===== config.mk =====
export PLATFORM = sky130hd
export DESIGN_NAME = relu_backward
export DESIGN_NICKNAME = d
export VERILOG_FILES = /design/src/rtl/relu_backward.sv
export SDC_FILE = /design/constraint.sdc
export NUM_CORES = 1
export LEC_CHECK = 0
export CAP_MARGIN = 20
export CORE_MARGIN = 2
export CORE_UTILIZATION = 54
export CTS_BUF_LIST = sky130_fd_sc_hd__clkbuf_16
export CTS_CLUSTER_DIAMETER = 30
export DETAILED_ROUTE_END_ITERATION = 7
export PLACE_DENSITY = 0.89
export RECOVER_POWER = 50
export SETUP_SLACK_MARGIN = 0.1
export SLEW_MARGIN = 20
export SYNTH_ARGS = -nofsm -noshare
export SYNTH_HDL_FRONTEND = slang
export SYNTH_SLANG_ARGS = --single-unit

===== constraint.sdc =====
create_clock -name clk -period 4.9 [get_ports clk]
set_input_delay 0.735 -clock clk [delete_from_list [all_inputs] [get_ports clk]]
set_output_delay 0.735 -clock clk [all_outputs]
set_load 0.02 [all_outputs]

===== src/rtl/relu_backward.sv =====
// ReLU backward gate: records a sign mask per forward activation, then zeroes gradients whose activation was negative.
// One-cycle registered gradient latency; fwd/grad ready derive from registered state (grad also from out_ready).
module relu_backward #(
  parameter int c     = 10,
  parameter int DEPTH = 16
) (
  input  logic                       clk,
  input  logic                       rst_n,
  input  logic                       fwd_valid,
  input  logic [c-1:0]               fwd_in,
  output logic                       fwd_ready,
  input  logic                       grad_valid,
  input  logic [c-1:0]               grad_in,
  output logic                       grad_ready,
  output logic                       out_valid,
  output logic [c-1:0]               grad_out,
  input  logic                       out_ready,
  output logic [$clog2(DEPTH+1)-1:0] count
);

  localparam int AW = (DEPTH > 1) ? $clog2(DEPTH) : 1;
  localparam int CW = $clog2(DEPTH + 1);
  localparam logic [CW-1:0] FULL_CNT = CW'(DEPTH);

  typedef enum logic {
    IDLE = 1'b0,
    HOLD = 1'b1
  } state_t;

  state_t          state_q;
  state_t          state_d;
  logic            load;
  logic [DEPTH-1:0] mask_mem;
  logic [AW-1:0]   wr_ptr;
  logic [AW-1:0]   rd_ptr;
  logic            full;
  logic            empty;
  logic            push;
  logic            pop;

  assign full  = (count == FULL_CNT);
  assign empty = (count == '0);

  // Ready terms never look at the incoming valids, so a push into an empty buffer cannot be popped in the same cycle.
  assign fwd_ready  = rst_n && !full;
  assign grad_ready = rst_n && !empty && (!out_valid || out_ready);

  assign push = fwd_valid && fwd_ready;
  assign pop  = grad_valid && grad_ready;

  always_ff @(posedge clk) begin
    if (!rst_n) begin
      state_q <= IDLE;
    end else begin
      state_q <= state_d;
    end
  end

  always_comb begin
    state_d   = state_q;
    load      = 1'b0;
    out_valid = 1'b0;
    unique case (state_q)
      IDLE: begin
        if (pop) begin
          state_d = HOLD;
          load    = 1'b1;
        end
      end
      HOLD: begin
        out_valid = 1'b1;
        if (out_ready) begin
          if (pop) begin
            load = 1'b1;
          end else begin
            state_d = IDLE;
          end
        end
      end
      default: begin
        state_d = IDLE;
      end
    endcase
  end

  // Mask bit is the inverted sign: zero counts as non-negative.
  always_ff @(posedge clk) begin
    if (!rst_n) begin
      mask_mem <= '0;
      wr_ptr   <= '0;
    end else if (push) begin
      mask_mem[wr_ptr] <= ~fwd_in[c-1];
      wr_ptr           <= wr_ptr + 1'b1;
    end
  end

  always_ff @(posedge clk) begin
    if (!rst_n) begin
      rd_ptr <= '0;
    end else if (pop) begin
      rd_ptr <= rd_ptr + 1'b1;
    end
  end

  always_ff @(posedge clk) begin
    if (!rst_n) begin
      count <= '0;
    end else begin
      unique case ({push, pop})
        2'b10:   count <= count + 1'b1;
        2'b01:   count <= count - 1'b1;
        default: count <= count;
      endcase
    end
  end

  always_ff @(posedge clk) begin
    if (!rst_n) begin
      grad_out <= '0;
    end else if (load) begin
      grad_out <= mask_mem[rd_ptr] ? grad_in : '0;
    end
  end

endmodule


-- After elaboration in Yosys (flattened, before gate mapping)
Cells that the tools add are included.
- output and inout bits: 18
- flip-flop bits (word level): 40
- ROM bits: 0
- RAM bits: 0
- latch bits: 0
- logic and storage cells: 43
- memories: 0
- bits of input ports: 25
- multipliers: 0
- shifts and indexed selects: 0
- multiplexer cells: 13
- bitwise operators: 2
- add/subtract/negate cells: 4
- reduce and logical (&&, ||, !) cells: 12
- order comparisons: 3
- divide/modulo/power cells: 0
- equality and inequality tests: 3
- operators with widths (cell ; number):
    bitwise mux 16 bit ; 1
    less-than comparator 4 x 5 -> 1 bit (second input constant) ; 2
    2-to-1 mux 10 bit ; 1
    one-hot mux 5 bit (2 select lines) ; 1
    adder 4 x 1 -> 4 bit (second input constant) ; 2
    logical AND 1 bit ; 6
    2-to-1 mux 1 bit ; 6
    adder 5 x 1 -> 5 bit (second input constant) ; 1
    == test 5 bit (second input constant) ; 1
    logical NOT 5 bit ; 1
    subtractor 5 x 1 -> 5 bit (second input constant) ; 1
    binary-select mux 1 bit (select 4 bit) ; 1
    demux 1 bit (select 4 bit) ; 1
    >= comparator 4 x 1 -> 1 bit (second input constant) ; 1
    one-hot mux 1 bit (2 select lines) ; 2
    logical NOT 1 bit ; 3
    == test 2 x 1 -> 1 bit (second input constant) ; 1
    == test 2 bit (second input constant) ; 1
    inverter 1 bit ; 2
    nonzero test 2 bit ; 1
    logical OR 1 bit ; 1

-- Depth between registers and ports, before layout
Gate-level depths: netlist of the first run.
- depth in word-level cells: 8
- mapped depth: 12
- depth with buffers taken out: 11

-- Worst setup path before layout of the first run
OpenSTA, ideal clock, no wires.
- path kind: input port to flip-flop
- from: input rst_n
- to: register count[4]
- setup slack: 1.857 ns
- path buffers: 3
- arrival time: 2.908 ns
- required time: 4.765 ns
- stages on the path: 12
- library setup time: 0.135 ns
- path through: clkbuf_1 > o2111a_1 > buf_6 > buf_2 > ha_1 > inv_1 > fa_1 > nor2b_1 > o21ai_0 > and3_1 > o311ai_0 > o41ai_1
- longest elaborated chain between the ends: 5
- elaborated cells between the ends (all ways): 9
- those cells by class: eq/ne: 2; mux: 1; reduce/logical: 6
- ends and longest elaborated chain (what ; line ; RTL):
    from (decl) ; 8 ; input logic rst_n,
    logical AND 1 bit * (2 in a row) ; 46 ; assign grad_ready = rst_n && !empty && (!out_valid || out_ready);
    logical AND 1 bit * ; 49 ; assign pop = grad_valid && grad_ready;
    net pop ; 39 ; logic pop;
    == test 2 x 1 -> 1 bit or == test 2 bit (tied branches) ; 109 ; unique case ({push, pop})
    one-hot mux 5 bit (2 select lines) or nonzero test 2 bit (tied branches) ; -- ;
    to (signal assigned) ; 110 ; 2'b10: count <= count + 1'b1;
    to (signal assigned) ; 111 ; 2'b01: count <= count - 1'b1;
    to (signal assigned) ; 112 ; default: count <= count;
    to (decl) ; 18 ; output logic [$clog2(DEPTH+1)-1:0] count
Mark *: on every way through the listed nets, which the timed path passes. The rest lies on a longest branch.
A chain may end at the register's enable or synchronous reset.

-- Worst setup path after layout of the first run
- from: input rst_n
- to: register count[4]
- longest elaborated chain between the ends: 5
- elaborated cells between the ends (all ways): 9
- those cells by class: eq/ne: 2; mux: 1; reduce/logical: 6
- ends and longest elaborated chain (what ; line):
    logical AND 1 bit (2 in a row) ; 46
    logical AND 1 bit ; 49
    == test 2 x 1 -> 1 bit or == test 2 bit (tied branches) ; 109
    one-hot mux 5 bit (2 select lines) or nonzero test 2 bit (tied branches) ; --
Several ways; a longest one is shown, not always the timed one.

==> results of run 1 <==
-- state kept, by name, summed over array words and instances, names as in the netlist --
name / cells
mask_mem: 16
grad_out: 10
count: 5
rd_ptr: 4
wr_ptr: 4
state_q: 1
-- power breakdown --
part	leakage, nW	internal [mW]	switching, mW
logic	0.566	0.0540	0.0622
registers	0.323	0.336	0.0127
clock network	0.0710	0.185	0.119
-- layout make-up --
| type | count | area [sq um] | share of cell area [%] |
|---|---|---|---|
| repair buffers | 35 | 345 | 14.2 |
| inverters | 9 | 33.8 | 1.38 |
| flip-flops and latches | 40 | 801 | 32.8 |
| clock inverters | 3 | 13.8 | 0.564 |
| well taps | 48 | 60.1 | 2.46 |
| clock buffers | 5 | 125 | 5.13 |
| multi-input cells | 139 | 1060 | 43.5 |
-- logic make-up (layout without fill, tap and decap cells) --
family / count (synthesis) / count (layout) / synth area share, %
multiplexers: 12 / 12 / 8.57
XOR/XNOR: 9 / 9 / 3.97
buffers and inverters: 26 / 52 / 6.24
AO/OA/AOI/OAI: 49 / 49 / 17.0
flip-flops: 40 / 40 / 40.3
adder cells (fa/ha/maj): 10 / 10 / 6.68
AND/OR/NAND/NOR: 59 / 59 / 17.3
-- worst paths after layout --
kind / end / from / slack, ps / cells after the start
setup / recovery: count[4] / rst_n / 1430 / 10
hold / removal: grad_out[3] / grad_out[3] / 450 / 2
setup reg to reg: count[4] / count[0] / 1680 / 11
hold reg to reg: grad_out[3] / grad_out[3] / 450 / 2
-- worst min-delay path, delay by kind of cell, from the launching register on --
kind | cells | cell delay (ps)
flops | 1 | 300
compound gates | 1 | 50
simple gates | 1 | 50
-- metrics by stage --
step | power [mW] | setup slack (ps)
floorplan | 0.435 | 1860
global placement | 0.471 | 1280
detailed placement | 0.475 | 1270
CTS | 0.779 | 1530
global route | 0.803 | 1230
finish | 0.768 | 1430
-- cell usage after synthesis --
| master | number | share of area (%) |
|---|---|---|
| nand2_8 | 1 | 1.0 |
| nand2_1 | 22 | 4.2 |
| buf_4 | 2 | 0.76 |
| o21ai_0 | 5 | 1.3 |
| clkbuf_1 | 8 | 1.5 |
| and3_1 | 1 | 0.32 |
| nor3_1 | 4 | 1.0 |
| o211a_1 | 2 | 1.0 |
| o31ai_1 | 12 | 4.5 |
| buf_2 | 3 | 0.76 |
| nand4_2 | 2 | 1.3 |
| nor2b_1 | 2 | 0.63 |
| nand2b_1 | 3 | 0.95 |
| xnor2_1 | 6 | 2.6 |
| nand2_4 | 3 | 1.7 |
| o21ai_1 | 10 | 2.5 |
| o41ai_1 | 1 | 0.44 |
| o311ai_0 | 1 | 0.44 |
| a21boi_0 | 1 | 0.38 |
| o211ai_1 | 12 | 4.5 |
| and2_1 | 10 | 3.2 |
| xor2_1 | 3 | 1.3 |
| a21o_1 | 1 | 0.38 |
| o21a_1 | 1 | 0.38 |
| fa_1 | 1 | 1.0 |
| a21oi_1 | 2 | 0.50 |
| o2111a_1 | 1 | 0.57 |
| buf_1 | 2 | 0.38 |
| or4_4 | 1 | 0.57 |
| mux4_2 | 4 | 4.5 |
| nand3_1 | 10 | 2.5 |
| dfxtp_1 | 40 | 40 |
| ha_1 | 9 | 5.7 |
| buf_6 | 2 | 1.1 |
| mux2i_1 | 8 | 4.0 |
| inv_1 | 9 | 1.7 |
-- cells in the final DEF (no fill, tap or decap), types with 3 or more instances in the layout --
master,netlist,routed
clkbuf_16,0,5
dfxtp_1,40,40
inv_1,9,9
nor3_1,4,4
ha_1,9,9
o31ai_1,12,12
o211ai_1,12,12
clkdlybuf4s50_1,0,16
mux2i_1,8,8
xnor2_1,6,6
and2_1,10,9
nand2b_1,3,3
nand3_1,10,10
mux4_2,4,4
nand2_4,3,3
o21ai_0,5,13
xor2_1,3,3
dlygate4sd3_1,0,17
nand2_1,22,22
-- routing by layer --
metal  vias up  GRT usage, %  share of wire [%]
met4         0          4.79                1.0
met5         -             0                  0
li1        772             -                  -
met3         4          6.25                2.4
met2        22          34.0                 50
met1       676          23.7                 47
==> impl_metrics.csv, run 1 <==
group,metric,value,unit
outcome,status,"finished clean",
timing,relSlewSlack,48.3,%
timing,worst_pin_slew,754,ps
cells_and_area,utilization,67.7,%
clock_network,clock_sinks,40,
timing,finalCritPeriodShare,70.9,%
route,antenna_left,0,
setup_path,startpoint_type,"input port",
grt,grt_max_degree,40,
cells_and_area,fillers,266,
clock_network,htreeDepth,2,
cells_and_area,area_growth,22.9,%
setup_path,cp.arrival,3620,ps
synthesis,postSynthAreaPerCell,9.69,sq um
timing,maxSlewViolCount,0,
route,via_per_inst,5.28,
cells_and_area,drive_gt1_share,8.66,%
placement,place.gp.congestion,0.800,
route,num_vias,1474,
setup_path,slowest_stage,"dlygate4sd3_1",
setup_path,cpLargestDelayFamily,"compound AO/OA/AOI/OAI gates",
clock_network,holdBufCountCts,0,
grt,grt_pass1_wl,6360,microns
placement,place_hpwl,2540,microns
power_and_ir_drop,powerDensity,315,nW/um^2
grt,gr-total-overflow,0,
cells_and_area,final_area,2440,sq um
clock_network,cts_tree,"done",
die,core_area,3610,sq um
synthesis,synth_nets,240,
grt,grt_pass1_vias,1432,
synthesis,ys_ff_latch,40,
die,die-area,4180,sq um
die,fp.dieH,64.6,microns
cells_and_area,stdcell_count,279,
setup_path,critical_path_class,"input port to flop",
synthesis,syn_inst,205,
clock_network,max-clock-path-buffers,2,
grt,antenna_found_initial,0,
timing,fin_skew,2.79,ps
power_and_ir_drop,ir_drop,0.000260,V
synthesis,yosysUniqueCellTypes,36,
timing,setup_tns,0,ps
die,num_io_pins,43,
setup_path,crit_chain,"dlygate4sd3_1 > o211a_1 > inv_1 > ha_1 > ha_1 > nor2b_1 > o21ai_0 > a21oi_1 > o311ai_0 > o41ai_1",
die,die_w,64.6,microns
route,drc,0,
clock_network,cts_buffers,5,
placement,io_buffers,33,
die,num_rows,22,
route,dr.first_iter.drc_count,54,
timing,timing.final.crit_period,3470,ps
power_and_ir_drop,p_leak,0.960,nW
clock_network,cts_resized,0,
setup_path,critPathMaxStageDelay,680,ps
clock_network,cts_setup_buffers,0,
cells_and_area,antenna-diode-count,0,
clock_network,root_buffer,"clkbuf_16",
cells_and_area,nets,265,
placement,post-place-cells,271,
setup_path,required,5050,ps
timing,holdWs,446,ps
clock_network,clock_latency,280,ps
flow_run,drv_cap,0,
timing,final_hold_viol_count,0,
setup_path,crit_fanout,9,
route,firstDrtPassIters,4,
route,drt_wl_total,3800,microns
clock_network,path_clk_slew,60,ps
timing,setup_viol,0,
synthesis,syn_area,1990,sq um
timing,rsz0062_at_grt,"no",
setup_path,crit_path_frequent_cell,"ha_1",
setup_path,cp_num_buf_inv,2,
min_path,hp-class,"flop to flop",
synthesis,synth_warnings,0,
die,start_util,55.1,%
synthesis,ys_seq_area_share,40.3,%
timing,fmax,288,MHz
grt,track_usage,19.6,%
placement,placed_area,2300,sq um
route,routedWlPerCell,13.6,microns
setup_path,critPathCaptureType,"flop",
Power figures use the tool's default switching activity.
==> inputs of run 2 (changes only) <==
--- a/config.mk
+++ b/config.mk
@@ -7,11 +7,11 @@
 export LEC_CHECK = 0
 export CAP_MARGIN = 20
 export CORE_MARGIN = 2
-export CORE_UTILIZATION = 54
+export CORE_UTILIZATION = 50
 export CTS_BUF_LIST = sky130_fd_sc_hd__clkbuf_16
 export CTS_CLUSTER_DIAMETER = 30
 export DETAILED_ROUTE_END_ITERATION = 7
-export PLACE_DENSITY = 0.89
+export PLACE_DENSITY = 0.84
 export RECOVER_POWER = 50
 export SETUP_SLACK_MARGIN = 0.1
 export SLEW_MARGIN = 20
==> constraint.sdc (replaced) <==
create_clock -name clk -period 3.4 [get_ports clk]
set_input_delay 0.51 -clock clk [delete_from_list [all_inputs] [get_ports clk]]
set_output_delay 0.51 -clock clk [all_outputs]
set_load 0.02 [all_outputs]
==> run 2 against run 1 <==
Combinational power is 41% higher; total power is 54% higher; die area up 7.5%; clock skew hardly changed; largest power group is now clock; highest routed layer unchanged.
==> impl_metrics.csv, run 2 (synthesis results as in run 1) <==
group,metric,value,unit
outcome,status,"finished clean",
clock_network,cts_resized,0,
timing,setup_tns,0,ps
timing,worst_pin_slew,1050,ps
setup_path,critPathMaxStageDelay,580,ps
min_path,hp-class,"flop to flop",
die,start_util,53.0,%
clock_network,cts_buffers,5,
setup_path,cpLargestDelayFamily,"simple AND/OR/NAND/NOR gates",
clock_network,path_clk_slew,60,ps
route,via_per_inst,5.46,
grt,grt_pass1_vias,1468,
setup_path,crit_path_frequent_cell,"inv_1",
die,die-area,4490,sq um
setup_path,cp_num_buf_inv,2,
cells_and_area,largest_register,"mask_mem",
route,antenna_left,0,
setup_path,startpoint_type,"flop",
setup_path,required,3550,ps
clock_network,max-clock-path-buffers,2,
placement,place_hpwl,2620,microns
route,num_vias,1533,
timing,finalCritPeriodShare,87.8,%
timing,setup_viol,0,
cells_and_area,utilization,65.4,%
setup_path,r2r_start,"count[0]",
grt,grt_pass1_wl,6630,microns
route,drc,0,
timing,rsz0062_at_grt,"no",
cells_and_area,final_area,2450,sq um
flow_run,drv_cap,0,
setup_path,critical_path_class,"flop to flop",
setup_path,crit_chain,"or4_4 > o211a_1 > inv_1 > ha_1 > inv_1 > fa_1 > nor2b_1 > o21ai_0 > and3_1 > o311ai_0 > o41ai_1",
setup_path,crit_fanout,5,
timing,final_hold_viol_count,0,
grt,antenna_found_initial,0,
grt,gr-total-overflow,0,
placement,place.gp.congestion,0.728,
die,num_io_pins,43,
grt,grt_max_degree,34,
die,fp.dieH,67.0,microns
cells_and_area,antenna-diode-count,0,
route,drt_wl_total,3850,microns
timing,fmax,335,MHz
die,die_w,67.0,microns
clock_network,clock_sinks,40,
setup_path,endpoint,"count[4]",
die,num_rows,22,
timing,timing.final.crit_period,2980,ps
grt,track_usage,19.9,%
setup_path,reg2reg_setup_slack,420,ps
setup_path,path_depth,11,
clock_network,root_buffer,"clkbuf_16",
power_and_ir_drop,p_leak,0.952,nW
setup_path,slowest_stage,"or4_4",
clock_network,clock_latency,280,ps
setup_path,cp.arrival,3140,ps
cells_and_area,top_regs,"mask_mem: 16 flops, grad_out: 10 flops, count: 5 flops",
placement,io_buffers,33,
timing,fin_skew,3.22,ps
route,routedWlPerCell,13.7,microns
cells_and_area,drive_gt1_share,7.30,%
die,core_area,3740,sq um
clock_network,cts_setup_buffers,0,
clock_network,holdBufCountCts,0,
timing,relSlewSlack,29.8,%
setup_path,cp-startpoint,"count[0]",
route,dr.first_iter.drc_count,85,
timing,maxSlewViolCount,0,
setup_path,rr_endpoint,"count[4]",
setup_path,critPathCaptureType,"flop",
clock_network,htreeDepth,2,
cells_and_area,area_growth,23.4,%
power_and_ir_drop,powerDensity,484,nW/um^2
setup_path,ff2ff_path_depth,11,
cells_and_area,nets,267,
route,firstDrtPassIters,4,
power_and_ir_drop,ir_drop,0.000305,V
cells_and_area,largest_register_ffs,16,
clock_network,cts_tree,"done",
placement,placed_area,2320,sq um
cells_and_area,final_cell_mix,"dfxtp_1, nand2_1, dlygate4sd3_1",
cells_and_area,final_common_cell,"dfxtp_1",
-- run 2: cell types whose count changed in the layout (fill, tap and decap cells not counted), sizes merged --
cell           before  now
clkbuf              5    7
inv                 9   10
clkinv              3    1
bufinv              0    1
clkdlybuf4s50      16   15
dlygate4sd3        17   18
-- run 2: worst min-delay path by stage --
stage          cells past startpoint          end  slack, ps         from
2_1_floorplan                      2  mask_mem[2]        430  mask_mem[2]
3_3_place_gp                       2  grad_out[5]        440  grad_out[5]
3_5_place_dp                       2  grad_out[8]        440  grad_out[8]
4_1_cts                            2  grad_out[0]        450  grad_out[0]
5_1_grt                            2  grad_out[8]        470  grad_out[8]
6_report                           2  grad_out[6]        450  grad_out[6]
-- run 2: layout make-up --
cell class,count,area [sq um]
inverters,9,33.8
clock buffers,5,125
clock inverters,3,38.8
multi-input cells,139,1040
repair buffers,37,353
flip-flops and latches,40,801
well taps,48,60.1
fillers,320,1290
-- run 2: metal layers --
| metal | vias up | share of wire [%] | GRT usage (%) | wire length (microns) |
|---|---|---|---|---|
| met2 | 41 | 47 | 31.1 | 1810 |
| met4 | 0 | 1.6 | 8.93 | 63 |
| met1 | 706 | 45 | 25.0 | 1750 |
| met3 | 5 | 5.9 | 6.25 | 226 |
| li1 | 781 | - | - | - |
| met5 | - | 0 | 0 | 0 |
-- run 2: power breakdown --
group / leakage (nW) / switching (mW) / total, mW / internal, mW
Clock: 0.0850 / 0.177 / 0.519 / 0.342
Sequential: 0.323 / 0.0190 / 0.503 / 0.484
Combinational: 0.544 / 0.0871 / 0.163 / 0.0758
Total: 0.952 / 0.283 / 1.18 / 0.902
-- run 2: worst reg2reg max path, cell delays in order (launching register included) --
cell	delay, ps
dfxtp_1	360
or4_4	580
o211a_1	250
inv_1	70
ha_1	230
inv_1	100
fa_1	400
nor2b_1	130
o21ai_0	110
and3_1	210
o311ai_0	290
o41ai_1	120
-- run 2: per-stage QoR --
step | power (mW) | setup slack (ps) | cells | hold slack [ps]
2_1_floorplan | 0.627 | 435 | 205 | 432
3_3_place_gp | 0.683 | 409 | 273 | 436
3_5_place_dp | 0.688 | 334 | 273 | 443
4_1_cts | 1.21 | 405 | 281 | 452
5_1_grt | 1.24 | 182 | 281 | 466
6_report | 1.18 | 415 | 281 | 447
